### src/rtl/alarm_scheduler.sv
// alarm_scheduler: time-of-day keeper plus alarm sequencer.
// Counts seconds/minutes/hours from a one-cycle tick strobe, holds an alarm
// time, and emits a single-cycle H trigger when the armed alarm minute is
// reached. Ringing ends on dismiss, on auto-timeout, or (optionally) snooze.
// Optional feature macro: ALARM_SNOOZE_EN enables the snooze input, the
// SNOOZE state (encoding 11) and its minute counter. Without it the snooze
// input is ignored and encoding 11 falls back to IDLE on the next edge.
module alarm_scheduler #(
  parameter int TICKS_PER_MIN = 60,
  parameter int TIMEOUT_MIN   = 10,
  parameter int SNOOZE_MIN    = 5
) (
  input  logic       clk,
  input  logic       rst,
  input  logic       tick,
  input  logic       arm,
  input  logic       load_time,
  input  logic       load_alarm,
  input  logic [4:0] set_hh,
  input  logic [5:0] set_mm,
  input  logic       dismiss,
  input  logic       snooze,
  output logic       H,
  output logic       ringing,
  output logic [4:0] time_hh,
  output logic [5:0] time_mm,
  output logic       bad_load,
  output logic [1:0] sched_state
);

  localparam int SEC_W = (TICKS_PER_MIN > 1) ? $clog2(TICKS_PER_MIN) : 1;
  localparam logic [SEC_W-1:0] SEC_LAST = SEC_W'(TICKS_PER_MIN - 1);
  localparam logic [SEC_W-1:0] SEC_ONE  = SEC_W'(1);
  // Counters hold "minutes already elapsed"; the last value means the
  // current minute event is the final one.
  localparam logic [5:0] TIMEOUT_LAST = 6'(TIMEOUT_MIN - 1);

  typedef enum logic [1:0] {
    ST_IDLE    = 2'b00,
    ST_ARMED   = 2'b01,
    ST_RINGING = 2'b10,
    ST_SNOOZE  = 2'b11
  } state_t;

  // Timebase and alarm registers
  logic [SEC_W-1:0] sec_q, sec_d;
  logic [4:0]       hh_q, hh_d;
  logic [5:0]       mm_q, mm_d;
  logic [4:0]       alarm_hh_q;
  logic [5:0]       alarm_mm_q;
  logic             bad_load_q;

  // Sequencer registers
  state_t           state_q;
  logic             h_q;
  logic             ringing_q;
  logic [5:0]       ring_cnt_q;

  // Decoded events
  logic             set_ok;
  logic             time_load_ok;
  logic             min_evt;
  logic             match;
  logic [4:0]       next_hh;
  logic [5:0]       next_mm;

  assign set_ok       = (set_hh <= 5'd23) && (set_mm <= 6'd59);
  assign time_load_ok = load_time && set_ok;

  // A valid time load swallows a coincident tick, so it can never create a
  // minute event. A rejected load leaves the timebase running untouched.
  assign min_evt = tick && !time_load_ok && (sec_q == SEC_LAST);

  // Only the rollover into the alarm minute matches; the alarm registers
  // used here are the pre-load values when load_alarm coincides.
  assign match = min_evt && (next_hh == alarm_hh_q) && (next_mm == alarm_mm_q);

  // Wall-clock time one minute ahead of the current hh:mm.
  always_comb begin
    next_mm = mm_q + 6'd1;
    next_hh = hh_q;
    if (mm_q == 6'd59) begin
      next_mm = 6'd0;
      next_hh = (hh_q == 5'd23) ? 5'd0 : hh_q + 5'd1;
    end
  end

  // Next-state of the seconds/minutes/hours timebase.
  always_comb begin
    sec_d = sec_q;
    hh_d  = hh_q;
    mm_d  = mm_q;
    if (time_load_ok) begin
      hh_d  = set_hh;
      mm_d  = set_mm;
      sec_d = '0;
    end else if (tick) begin
      if (sec_q == SEC_LAST) begin
        sec_d = '0;
        hh_d  = next_hh;
        mm_d  = next_mm;
      end else begin
        sec_d = sec_q + SEC_ONE;
      end
    end
  end

  // Timebase, alarm time and load-error flag registers.
  always_ff @(posedge clk) begin
    if (rst) begin
      sec_q      <= '0;
      hh_q       <= 5'd0;
      mm_q       <= 6'd0;
      alarm_hh_q <= 5'd0;
      alarm_mm_q <= 6'd0;
      bad_load_q <= 1'b0;
    end else begin
      sec_q      <= sec_d;
      hh_q       <= hh_d;
      mm_q       <= mm_d;
      bad_load_q <= (load_time || load_alarm) && !set_ok;
      if (load_alarm && set_ok) begin
        alarm_hh_q <= set_hh;
        alarm_mm_q <= set_mm;
      end
    end
  end

`ifdef ALARM_SNOOZE_EN
  localparam logic [5:0] SNOOZE_LAST = 6'(SNOOZE_MIN - 1);
  logic [5:0] snz_cnt_q;

  // Alarm sequencer: arm gate, dismiss, snooze, timeout/expiry, then match.
  always_ff @(posedge clk) begin
    if (rst) begin
      state_q    <= ST_IDLE;
      h_q        <= 1'b0;
      ringing_q  <= 1'b0;
      ring_cnt_q <= 6'd0;
      snz_cnt_q  <= 6'd0;
    end else begin
      h_q <= 1'b0;
      if (!arm) begin
        state_q   <= ST_IDLE;
        ringing_q <= 1'b0;
      end else begin
        case (state_q)
          ST_IDLE: begin
            state_q   <= ST_ARMED;
            ringing_q <= 1'b0;
          end
          ST_ARMED: begin
            if (match) begin
              state_q    <= ST_RINGING;
              ringing_q  <= 1'b1;
              h_q        <= 1'b1;
              ring_cnt_q <= 6'd0;
            end
          end
          ST_RINGING: begin
            if (dismiss) begin
              state_q   <= ST_ARMED;
              ringing_q <= 1'b0;
            end else if (snooze) begin
              state_q   <= ST_SNOOZE;
              ringing_q <= 1'b0;
              snz_cnt_q <= 6'd0;
            end else if (min_evt) begin
              if (ring_cnt_q == TIMEOUT_LAST) begin
                state_q   <= ST_ARMED;
                ringing_q <= 1'b0;
              end else begin
                ring_cnt_q <= ring_cnt_q + 6'd1;
              end
            end
          end
          ST_SNOOZE: begin
            // A repeated snooze press while already snoozing has no effect.
            if (dismiss) begin
              state_q <= ST_ARMED;
            end else if (min_evt) begin
              if (snz_cnt_q == SNOOZE_LAST) begin
                state_q    <= ST_RINGING;
                ringing_q  <= 1'b1;
                h_q        <= 1'b1;
                ring_cnt_q <= 6'd0;
              end else begin
                snz_cnt_q <= snz_cnt_q + 6'd1;
              end
            end
          end
          default: begin
            state_q   <= ST_IDLE;
            ringing_q <= 1'b0;
          end
        endcase
      end
    end
  end
`else
  // The snooze input and length have no function in this build.
  logic unused_snooze;
  assign unused_snooze = &{1'b0, snooze, 6'(SNOOZE_MIN)};

  // Alarm sequencer: arm gate, dismiss, timeout, then match.
  always_ff @(posedge clk) begin
    if (rst) begin
      state_q    <= ST_IDLE;
      h_q        <= 1'b0;
      ringing_q  <= 1'b0;
      ring_cnt_q <= 6'd0;
    end else begin
      h_q <= 1'b0;
      if (!arm) begin
        state_q   <= ST_IDLE;
        ringing_q <= 1'b0;
      end else begin
        case (state_q)
          ST_IDLE: begin
            state_q   <= ST_ARMED;
            ringing_q <= 1'b0;
          end
          ST_ARMED: begin
            if (match) begin
              state_q    <= ST_RINGING;
              ringing_q  <= 1'b1;
              h_q        <= 1'b1;
              ring_cnt_q <= 6'd0;
            end
          end
          ST_RINGING: begin
            if (dismiss) begin
              state_q   <= ST_ARMED;
              ringing_q <= 1'b0;
            end else if (min_evt) begin
              if (ring_cnt_q == TIMEOUT_LAST) begin
                state_q   <= ST_ARMED;
                ringing_q <= 1'b0;
              end else begin
                ring_cnt_q <= ring_cnt_q + 6'd1;
              end
            end
          end
          // Encoding 11 is illegal here; recover to IDLE.
          default: begin
            state_q   <= ST_IDLE;
            ringing_q <= 1'b0;
          end
        endcase
      end
    end
  end
`endif

  assign H           = h_q;
  assign ringing     = ringing_q;
  assign time_hh     = hh_q;
  assign time_mm     = mm_q;
  assign bad_load    = bad_load_q;
  assign sched_state = state_q;

endmodule

### config.mk
export PLATFORM = sky130hd
export DESIGN_NAME = alarm_scheduler
export DESIGN_NICKNAME = d
export VERILOG_FILES = /design/src/rtl/alarm_scheduler.sv
export SDC_FILE = /design/constraint.sdc
export NUM_CORES = 1
export LEC_CHECK = 0
export BUFFER_PORTS_ARGS = -buffer_cell sky130_fd_sc_hd__buf_2
export CELL_PAD_IN_SITES_DETAIL_PLACEMENT = 0
export CELL_PAD_IN_SITES_GLOBAL_PLACEMENT = 2
export CORE_UTILIZATION = 33
export CTS_BUF_LIST = sky130_fd_sc_hd__clkbuf_16
export DETAILED_ROUTE_END_ITERATION = 10
export PLACE_DENSITY_LB_ADDON = 0.1
export SYNTH_ARGS = -nofsm -noshare
export SYNTH_HDL_FRONTEND = slang
export SYNTH_SLANG_ARGS = --single-unit
### constraint.sdc
create_clock -name clk -period 2.6 [get_ports clk]
set_input_delay 0.13 -clock clk [delete_from_list [all_inputs] [get_ports clk]]
set_output_delay 0.13 -clock clk [all_outputs]
set_load 0.01 [all_outputs]
==> impl_metrics.json <==
{
  "crit_path_start_kind": "register",
  "power.leakage_nw": 1.07,
  "synth-edff-count": 0,
  "finalNetCount": 361,
  "critPathKind": "reg2reg",
  "syn_nets": 325,
  "grt_overflow": 0,
  "synthFlopType": "dfxtp_1",
  "use_met2_pct": 28.3,
  "start_util_pct": 34.4,
  "synthTopCellsByCount": "38 x dfxtp_1, 33 x nand2_1, 28 x a21oi_1, 28 x nor2_1, 21 x nand3_1",
  "yosys.area_share.xor_xnor_pct": 4.44,
  "synthArstFlopShare_pct": 0,
  "slew_viol_final": 0,
  "post_cts_buffers": 0,
  "cts_buffers": 5,
  "drc": 0,
  "n_antenna_cell": 0,
  "syn_inst": 301,
  "syn_area_per_cell_um2": 7.86,
  "ys_ff_latch": 38,
  "grt_pass1_wl_um": 10600,
  "clock_latency_ps": 280,
  "wl_per_cell_um": 14.8,
  "grt_pass1_vias": 2101,
  "via_per_inst": 5.32,
  "min_path_type": "in2reg",
  "hold_buffers": 0,
  "drt_iter0_drc": 65,
  "hpwlAfterDp_um": 4760,
  "holdWs_ps": 114,
  "core_area_um2": 6870,
  "cp.required_ps": 2820,
  "pre_cts_ws_ps": 350,
  "fin_crit_ps": 2300,
  "die_area_um2": 7510,
  "synth.area.top_cells": "dfxtp_1 32%, a21oi_1 5.9%, nand2_1 5.2%",
  "synth_compound_area_share_pct": 20.5,
  "io_buffers": 33,
  "power.total_w": 0.00145,
  "reg2reg_slack_ps": 300,
  "end_kind": "register",
  "grt_use_met1_pct": 25.2,
  "area_growth_pct": 18.7,
  "worstPathMaxFanout": 9,
  "drt-pass1-iter-count": 4,
  "maxCapViolCount": 0,
  "die_h_um": 86.7,
  "fin_ws_ps": 298,
  "power-per-cell-area_nw_per_um2": 517,
  "vias": 2302,
  "io_pins": 35,
  "yosys.cell_types.count": 55,
  "synth_top_family_by_area": "simple AND/OR/NAND/NOR gates",
  "grt_antenna_before_repair": 0,
  "syn_area_um2": 2370,
  "synthMuxAreaShare_pct": 3.44,
  "post_cts_resized": 0,
  "synth_top_area_cell": "dfxtp_1",
  "drive_above_1_share_pct": 18.7,
  "timing.final.crit_share_pct": 88.5,
  "seq_area_frac_synth_pct": 32.2,
  "ys_warn_count": 0,
  "synth-simple-area-share_pct": 32.7,
  "fillers": 740,
  "path_clk_slew_ps": 60,
  "cts_max_level": 2,
  "ant_nets": 0,
  "track_usage_pct": 18.3,
  "max_freq_mhz": 434,
  "hold_violations": 0,
  "worst_pin_slew_ps": 684,
  "die_x_um": 86.7,
  "top_usage_layer": "met2",
  "yosys.area.top_type_share_pct": 32.2,
  "finalSetupViolations": 0,
  "cp.arrival_ps": 2530,
  "place.gp.congestion": 0.796,
  "final_util_pct": 40.9,
  "slew_headroom_pct": 54.4,
  "ir_drop_v": 0.000218,
  "tns_ps": 0,
  "status": "finished, final reports clean",
  "cts_tree": "yes",
  "rsz0062_at_grt": "no",
  "synth_fa_ha_area_share_pct": 2.64,
  "root_buffer": "clkbuf_16",
  "yosysMostFrequentCell": "dfxtp_1",
  "gr-usage-met3_pct": 4.19,
  "cts_sinks": 38,
  "clk_path_buf_depth": 2,
  "drt_wl_total_um": 6400,
  "finClkSkew_ps": 2.86,
  "grt_max_degree": 36,
  "placementRows": 30
}
## critical path, stage by stage (launching register included)
cell	delay, ps
dfxtp_1	440
ha_1	330
and2b_1	300
and3_2	220
nor3b_1	200
a21oi_1	100
nor4_4	260
buf_4	200
a41o_2	190
## sequential cells by signal (all words and copies together), names as in the netlist
register     count
sec_q            6
bad_load         1
time_hh          5
time_mm          6
alarm_mm_q       6
sched_state      2
ring_cnt_q       6
H                1
alarm_hh_q       5
## cell families (layout without fill, tap and decap cells)
| kind of cell | Yosys count | count (layout) |
|---|---|---|
| and+or+nand+nor | 143 | 143 |
| AOI/OAI and AO/OA | 74 | 74 |
| DFF | 38 | 38 |
| buffers and inverters | 21 | 57 |
| xor gates and xnor gates | 12 | 12 |
| muxes | 8 | 8 |
| adders and majority gates | 5 | 5 |
## final cells by class
class                   count  area [um2]  area share (%)
multi-input cells         242        1510            53.7
flip-flops and latches     38         761            27.1
repair buffers             47         270            9.63
clock buffers               5         125            4.46
well taps                  96         120            4.28
clock inverters             2        11.3           0.401
inverters                   3        11.3           0.401
## power breakdown
part / total, W / internal, W / leakage [nW] / switching (W)
clock network: 0.000577 / 0.000346 / 0.0671 / 0.000230
registers: 0.000639 / 0.000608 / 0.311 / 0.0000307
logic: 0.000235 / 0.0000962 / 0.688 / 0.000139
total: 0.00145 / 0.00105 / 1.07 / 0.000400
## cells in the final DEF, fill, tap and decap left out, types with 5 or more instances in the layout
cell type  instances
a211oi_1           8
a21oi_1           28
a31oi_1            7
and2_1             5
buf_2             33
buf_4             14
clkbuf_16          5
dfxtp_1           38
ha_1               5
mux2i_1            7
nand2_1           33
nand2b_1           6
nand3_1           21
nand4_1           11
nor2_1            28
nor2b_1            6
nor3_1             8
o21ai_0            6
xnor2_1            6
xor2_1             6
## metrics by stage
stage,cell area [um2],cells
after floorplan,2370,301
after global routing,2810,433
final,2810,433
after CTS,2810,433
after global placement,2670,426
after detailed placement,2670,426
## worst paths after layout
| kind | to | start | depth (start not counted) |
|---|---|---|---|
| max | sched_state[1]$_SDFFE_PP0P_ | time_mm[1]$_SDFFE_PP0P_ | 8 |
| min | alarm_mm_q[1]$_SDFFE_PP0P_ | set_mm[1] | 3 |
| max reg2reg | sched_state[1]$_SDFFE_PP0P_ | time_mm[1]$_SDFFE_PP0P_ | 8 |
| min reg2reg | alarm_hh_q[2]$_SDFFE_PP0P_ | alarm_hh_q[2]$_SDFFE_PP0P_ | 2 |
## per-layer routing
layer  wire length (um)  up-vias
li1                   -     1188
met1               3110     1066
met2               2960       44
met3                260        4
met4                 63        0
met5                  0        -
Power figures use the tool's default switching activity.
